File: config.mk
export PLATFORM = sky130hd
export DESIGN_NAME = demux_dispatch_sched
export DESIGN_NICKNAME = d
export VERILOG_FILES = /design/src/rtl/demux_dispatch_sched.sv
export SDC_FILE = /design/constraint.sdc
export NUM_CORES = 1
export LEC_CHECK = 0
export BUFFER_PORTS_ARGS = -buffer_cell sky130_fd_sc_hd__buf_2
export CORE_UTILIZATION = 38
export CTS_CLUSTER_SIZE = 28
export DETAILED_ROUTE_END_ITERATION = 10
export GPL_ROUTABILITY_DRIVEN = 0
export PLACE_DENSITY = 0.66
export SETUP_SLACK_MARGIN = 0.5
export SYNTH_ARGS = -nofsm -noshare
export SYNTH_HDL_FRONTEND = slang
export SYNTH_SLANG_ARGS = --single-unit
export TNS_END_PERCENT = 50
File: constraint.sdc
create_clock -name clk -period 3.19 [get_ports clk]
set_input_delay 0.319 -clock clk [delete_from_list [all_inputs] [get_ports clk]]
set_output_delay 0.319 -clock clk [all_outputs]
set_load 0.01 [all_outputs]
File: src/rtl/demux_dispatch_sched.sv
// demux_dispatch_sched: upstream feeder for the 1:4 demux stage.
// Buffers destination requests in a DEPTH-entry FIFO and issues each one as
// a registered one-cycle inp pulse with a matching sel. At least GAP_CYCLES
// inp-low cycles separate consecutive pulses.
// Optional macro DISPATCH_CNT_EN adds disp_cnt: four 8-bit saturating
// per-channel pulse counters ([7:0] ch0 .. [31:24] ch3).
module demux_dispatch_sched #(
  parameter int DEPTH      = 4,
  parameter int GAP_CYCLES = 1
) (
  input  logic                     clk,
  input  logic                     rst,
  input  logic                     en,
  input  logic                     flush,
  input  logic                     in_valid,
  input  logic [1:0]               in_dest,
  output logic                     in_ready,
  output logic [1:0]               sel,
  output logic                     inp,
  output logic [$clog2(DEPTH):0]   fifo_count,
  output logic                     busy
`ifdef DISPATCH_CNT_EN
  ,
  output logic [31:0]              disp_cnt
`endif
);

  localparam int PW = $clog2(DEPTH);
  localparam int CW = PW + 1;
  // Gap counter only has to hold GAP_CYCLES-1; keep at least one bit.
  localparam int GW = (GAP_CYCLES < 2) ? 1 : $clog2(GAP_CYCLES);

  typedef enum logic [1:0] {IDLE, ISSUE, GAP} state_t;

  logic [DEPTH-1:0][1:0] mem;
  logic [PW-1:0]         wptr, rptr;
  logic [CW-1:0]         count;
  state_t                state, state_n;
  logic [GW-1:0]         gap_cnt, gap_n;
  logic                  push, pop, can_issue;
  logic [1:0]            head;

  assign in_ready   = (count != CW'(DEPTH)) && !flush;
  assign push       = in_valid && in_ready;
  assign head       = mem[rptr];
  // Uses registered occupancy, so an entry pushed this edge pops next edge at earliest.
  assign can_issue  = en && (count != '0);
  assign fifo_count = count;
  assign busy       = (state != IDLE) || (count != '0);

  // FIFO storage write; no reset needed, pointers define validity.
  always_ff @(posedge clk) begin
    if (push) mem[wptr] <= in_dest;
  end

  // FIFO pointers and occupancy; flush clears, push+pop leaves count unchanged.
  always_ff @(posedge clk) begin
    if (rst || flush) begin
      wptr  <= '0;
      rptr  <= '0;
      count <= '0;
    end else begin
      if (push) wptr <= wptr + PW'(1);
      if (pop)  rptr <= rptr + PW'(1);
      case ({push, pop})
        2'b10:   count <= count + CW'(1);
        2'b01:   count <= count - CW'(1);
        default: count <= count;
      endcase
    end
  end

  // FSM state, gap counter and registered demux drive.
  always_ff @(posedge clk) begin
    if (rst) begin
      state   <= IDLE;
      gap_cnt <= '0;
      sel     <= 2'b00;
      inp     <= 1'b0;
    end else if (flush) begin
      // sel deliberately holds its last issued value
      state   <= IDLE;
      gap_cnt <= '0;
      inp     <= 1'b0;
    end else begin
      state   <= state_n;
      gap_cnt <= gap_n;
      inp     <= pop;
      if (pop) sel <= head;
    end
  end

  // Next-state logic; every pop is also an issue.
  always_comb begin
    state_n = state;
    gap_n   = gap_cnt;
    pop     = 1'b0;
    case (state)
      IDLE: begin
        if (can_issue) begin
          pop     = 1'b1;
          state_n = ISSUE;
        end
      end
      ISSUE: begin
        if (GAP_CYCLES == 0) begin
          if (can_issue) pop = 1'b1;
          else           state_n = IDLE;
        end else begin
          gap_n   = GW'(GAP_CYCLES - 1);
          state_n = GAP;
        end
      end
      GAP: begin
        if (gap_cnt == '0) begin
          if (can_issue) begin
            pop     = 1'b1;
            state_n = ISSUE;
          end else begin
            state_n = IDLE;
          end
        end else begin
          gap_n = gap_cnt - GW'(1);
        end
      end
      default: state_n = IDLE;
    endcase
  end

`ifdef DISPATCH_CNT_EN
  logic [3:0][7:0] dcnt;

  // Per-channel pulse counters, saturating at 255.
  always_ff @(posedge clk) begin
    if (rst || flush) begin
      dcnt <= '0;
    end else if (pop && (dcnt[head] != 8'hFF)) begin
      dcnt[head] <= dcnt[head] + 8'd1;
    end
  end

  assign disp_cnt = dcnt;
`endif

endmodule

Word level (Yosys, flattened, before mapping):

Index checks and enable logic that the tools add are counted.

* $add $sub $neg: 5
* $lt $le $gt $ge: 3
* equality and inequality tests: 7
* muxes and demuxes: 15
* bitwise logic cells: 1
* reductions and logical operators: 15

Operators with widths (count)
* $bwmux W8: 1
* $mux W2: 4
* $lt A2 B3 Y1 const B: 2
* $pmux W2 S3: 1
* $pmux W3 S2: 1
* $reduce_bool A2 Y1: 3
* $add A2 B1 Y2 const B: 2
* $bmux W2 S2: 1
* $demux W2 S2: 1
* $eq A2 B1 Y1 const B: 2
* $eq A2 B2 Y1 const B: 2
* $logic_and A1 B1 Y1: 4
* $mux W1: 4
* $ne A2 B2 Y1 const B: 2
* $pmux W1 S2: 2
* $reduce_and A2 Y1: 2
* $add A3 B1 Y3 const B: 1
* $ne A3 B3 Y1 const B: 1
* $reduce_bool A3 Y1: 1
* $sub A3 B1 Y3 const B: 1
* $ge A2 B1 Y1 const B: 1
* $logic_not A2 Y1: 1
* $logic_or A1 B1 Y1: 2
* $reduce_or A2 Y1: 1
* 3 further kinds: 3

* flip-flop bits (word level): 21
* input bits: 7

Logic depth before layout (Yosys ltp):

* depth after elaboration: 7
* depth in mapped cells: 9
* mapped depth without buffers: 9

Worst setup path before layout:

No wires, ideal clock.

* path kind: flip-flop to flip-flop
* start: reg count[2], in the netlist fifo_count[2]
* end: reg count[2], in the netlist fifo_count[2]
* library setup time: 0.070 ns
* data arrival time: 2.054 ns
* data required time: 3.120 ns
* setup slack: 1.066 ns
* cell stages (with the launch flop): 10
* path buffers: 0
* cell sequence: dfxtp_1 > nor3b_1 > nor3b_2 > inv_1 > ha_1 > inv_1 > fa_1 > xor2_1 > or3_1 > a21oi_1

* cells in the longest elaborated chain, start to end: 7
* elaborated cells on any way between the ends: 14
* classes of those cells: add/sub (2); eq/ne (3); mux (4); reduce/logical (5)

Ends and longest elaborated chain
* from (decl): line 37 `logic [CW-1:0] count;`
* from (signal assigned): line 66 `2'b10: count <= count + CW'(1);`
* from (signal assigned): line 67 `2'b01: count <= count - CW'(1);`
* from (signal assigned): line 68 `default: count <= count;`
* $reduce_bool A3 Y1: line 47 `assign can_issue = en && (count != '0);`
* $logic_and A1 B1 Y1: line 47
* $mux W1: line 100, 116
* $mux W1: line 115 `if (gap_cnt == '0) begin`
* $pmux W1 S2: line 98 `case (state)`
* $eq A2 B1 Y1 / $eq A2 B2 Y1 (equally long branches): line 65 `case ({push, pop})`
* $pmux W3 S2 / $reduce_bool A2 Y1 (equally long branches)

Parallel ways exist; a longest one is shown, timed or not.
A chain may end at the register's enable or synchronous reset.

Worst setup path after layout:

Ends and elaborated chain as after synthesis.

==> results by group <==
Outcome
  • Run status: finished, final reports clean

Placed design
  • Final HPWL DP: 1230 um
  • PortBufs: 14
  • Placed inst area: 1020 sq um
  • Dpl ws: roughly 0.99 ns

Final layout
  • # diodes: 0
  • Reg area: roughly 480 sq um
  • Final #Nets: between 100 and 150
  • Proportion of layout cells with a drive suffix above 1: 0.222
  • Multi-input logic area: 400 sq um
  • Area growth, synth to finish: 14.0%
  • Post-route design area: 1040 sq um
  • Layout fillers: 205

Setup path
  • Reg2Reg Depth: 9
  • Worst EP arrival: 2.44 ns
  • Slowest-stage cell, CP: dfxtp_1
  • Cell mode on critical path: inv_1
  • Cell family with most CP delay: simple AND/OR/NAND/NOR gates
  • Worst path cell trace: nor3b_1 -> nor3b_2 -> inv_1 -> ha_1 -> inv_1 -> fa_1 -> xor2_1 -> or3_1 -> a21oi_1
  • RR Endpoint: fifo_count[2]$_SDFFE_PP0P_
  • Startpoint Class: flop
  • CP Capture Type: flop
  • Buf/Inv on CP: 2
  • End of the critical path: fifo_count[2]$_SDFFE_PP0P_
  • Critical path startpoint: fifo_count[2]$_SDFFE_PP0P_
  • CP Data Required Time: 3.42 ns
  • RR Startpoint: fifo_count[2]$_SDFFE_PP0P_
  • Kind of critical path: reg -> reg
  • Levels on crit path: 9
  • CP Max Fanout: 7
  • Largest stage delay on the critical path: approximately 0.42 ns
  • R2R Setup Slk: between 0.9 and 1 ns

CTS
  • Clk sink count: 20
  • Setup Fix Bufs, Post-CTS: 0
  • H-tree Lvls: 1
  • Clock transition at path regs: 0.10 ns
  • Clock Latency Late Sink: 0.29 ns
  • Hold-fix buffers, CTS: 0
  • PostCTS Resize Cnt: 0
  • CTS tree: done
  • Total CTS buffers: 3
  • Clock buffer depth: 2
  • Root Buffer: clkbuf_4

Synthesis
  • Synth Area in Compound Gates: 0.0602
  • Post-Syn Nets: 95
  • Largest family of logic cells by synthesized area: simple AND/OR/NAND/NOR gates
  • Yosys warns: 0
  • Cell variety after synth: 27
  • Post-synthesis mux area share: 0.0711
  • Synth Instances: 82
  • Syn avg cell area: 11.2 sq um
  • Synthesized area: a little over 900 sq um
  • Seq/Total Area, Yosys: 0.525
  • Synth Area in Simple Gates: 0.197
  • XOR/XNOR share of the synthesized area: 0.0192
  • Flops & latches, synth: 20
  • Synth Area in Adders: 0.0903

STA
  • RSZ-0062 raised after global routing: false
  • Worst Tran Pin Value: 0.441 ns
  • Slew Viols, Final: 0
  • Fin. Hold Viols: 0
  • Tmin final: 2.20 ns
  • Final period utilization: 0.691
  • PnR worst setup slack: 0.986 ns
  • Final setup fails: 0
  • Final Skew: 0.00257 ns
  • Setup TNS Final: 0 ns
  • Fmax: 0.454 GHz
  • Slew HR: 0.705

Detailed routing
  • WL final: 1560 um
  • Avg Vias per Cell: 5.09
  • Pre-antenna DRT Iters: 4
  • DRC: 0
  • Iteration-0 DRC Markers: 10
  • Via count: 647
  • Routed len/inst: 12.3 um
  • Post-DRT Antenna Nets: 0

Floorplanning
  • # IOs: 15
  • Starting Density: 0.410
  • Num rows: 17
  • Die height: slightly above 50 um
  • Die area: between 2000 and 3000 sq um
  • Die W: between 50 and 60 um
  • Total core area: 2230 sq um

Global routing
  • Global-route wire length before repair: 2650 um
  • Pin count of the biggest net entering global routing: 12
  • Antenna violations before repair: 0
  • Vias in the first global route: 649
  • Gr usage total: 0.142
  • GRT overflow: 0

Job
  • MaxCap Viol Count: 0

Hold path
  • Hold Crit Class: in -> reg
  • Hold Path Depth: 1

Power and ir drop
  • Leak: just over 0.0004 uW
  • Power Density: just over 400 nW/um^2
  • VDD IR-drop max: about 250 uV
[registers in the layout, indices dropped and copies added (netlist names)]
register,flops
fifo_count,3
rptr,2
sel,2
mem,8
wptr,2
state,2
inp,1
[routing by layer]
metal / routed length, um / vias up / global-route usage
li1: - / 320 / -
met1: 673 / 301 / 0.145
met2: 792 / 24 / 0.252
met3: 77 / 2 / 0.0536
met4: 16 / 0 / 0.0648
met5: 0 / - / 0
[cell type report]
class | count | share of cell area
repair buffers | 14 | 0.0672
flip-flops and latches | 20 | 0.461
well taps | 28 | 0.0336
inverters | 8 | 0.0288
multi-input cells | 53 | 0.384
clock buffers | 4 | 0.0252
[cell usage after synthesis (all sizes together)]
cell type / number / area share
a21oi: 4 / 0.022
and2: 4 / 0.027
clkbuf: 1 / 0.0041
dfxtp: 12 / 0.26
edfxtp: 8 / 0.26
fa: 1 / 0.022
ha: 5 / 0.068
inv: 8 / 0.033
mux2i: 2 / 0.022
mux4: 2 / 0.049
nand2: 6 / 0.025
nand2b: 1 / 0.0068
nand3: 1 / 0.0055
nand4: 2 / 0.014
nor2: 6 / 0.025
nor2b: 1 / 0.0068
nor3: 3 / 0.022
nor3b: 3 / 0.030
o21ai: 2 / 0.011
o311ai: 2 / 0.019
o31ai: 1 / 0.0082
or2: 1 / 0.0068
or3: 3 / 0.021
or4: 1 / 0.0082
xor2: 2 / 0.019
[worst min-delay path by stage]
stage,slack (ns),from,to
final,0.24,in_dest[0],mem[2]$_DFFE_PP_
after global routing,0.22,in_dest[0],mem[6]$_DFFE_PP_
after CTS,0.23,in_dest[0],mem[6]$_DFFE_PP_
after detailed placement,0.41,state[1]$_SDFFE_PP0P_,state[1]$_SDFFE_PP0P_
after global placement,0.41,state[1]$_SDFFE_PP0P_,state[1]$_SDFFE_PP0P_
after floorplan,0.39,state[1]$_SDFFE_PP0P_,state[1]$_SDFFE_PP0P_
[per-stage QoR]
step / util / hold WS [ns] / std cells / total power (uW)
3_3_place_gp: 0.455 / 0.406 / 123 / 316
4_1_cts: 0.467 / 0.231 / 127 / 436
6_report: 0.467 / 0.244 / 127 / 430
2_1_floorplan: - / 0.390 / 82 / 302
5_1_grt: 0.467 / 0.223 / 127 / 451
3_5_place_dp: 0.455 / 0.408 / 123 / 317
[kinds of logic (layout without fill, tap and decap cells)]
group / after synthesis / count (layout)
AOI/OAI and AO/OA: 9 / 9
xor gates and xnor gates: 2 / 2
adders and majority gates: 6 / 6
buffers and inverters: 9 / 26
DFF: 20 / 20
muxes: 4 / 4
and+or+nand+nor: 32 / 32
[power breakdown]
group	total (uW)	internal [uW]	leakage, uW	switching [uW]
clock	119	48.6	0.0000150	70.3
sequential	273	269	0.000170	3.23
combinational	38.6	15.6	0.000223	23.1
total	430	334	0.000407	96.6
[cells in the final DEF (no fill, tap or decap), types with 3 or more instances in the layout]
cell type and instances:
a21oi_1 4, and2_1 4, or3_1 3, buf_2 14
dfxtp_1 12, clkbuf_4 3, inv_1 8, nand2_1 6
ha_1 5, edfxtp_1 8, nor2_1 6
(Power assumes the default switching activity.)
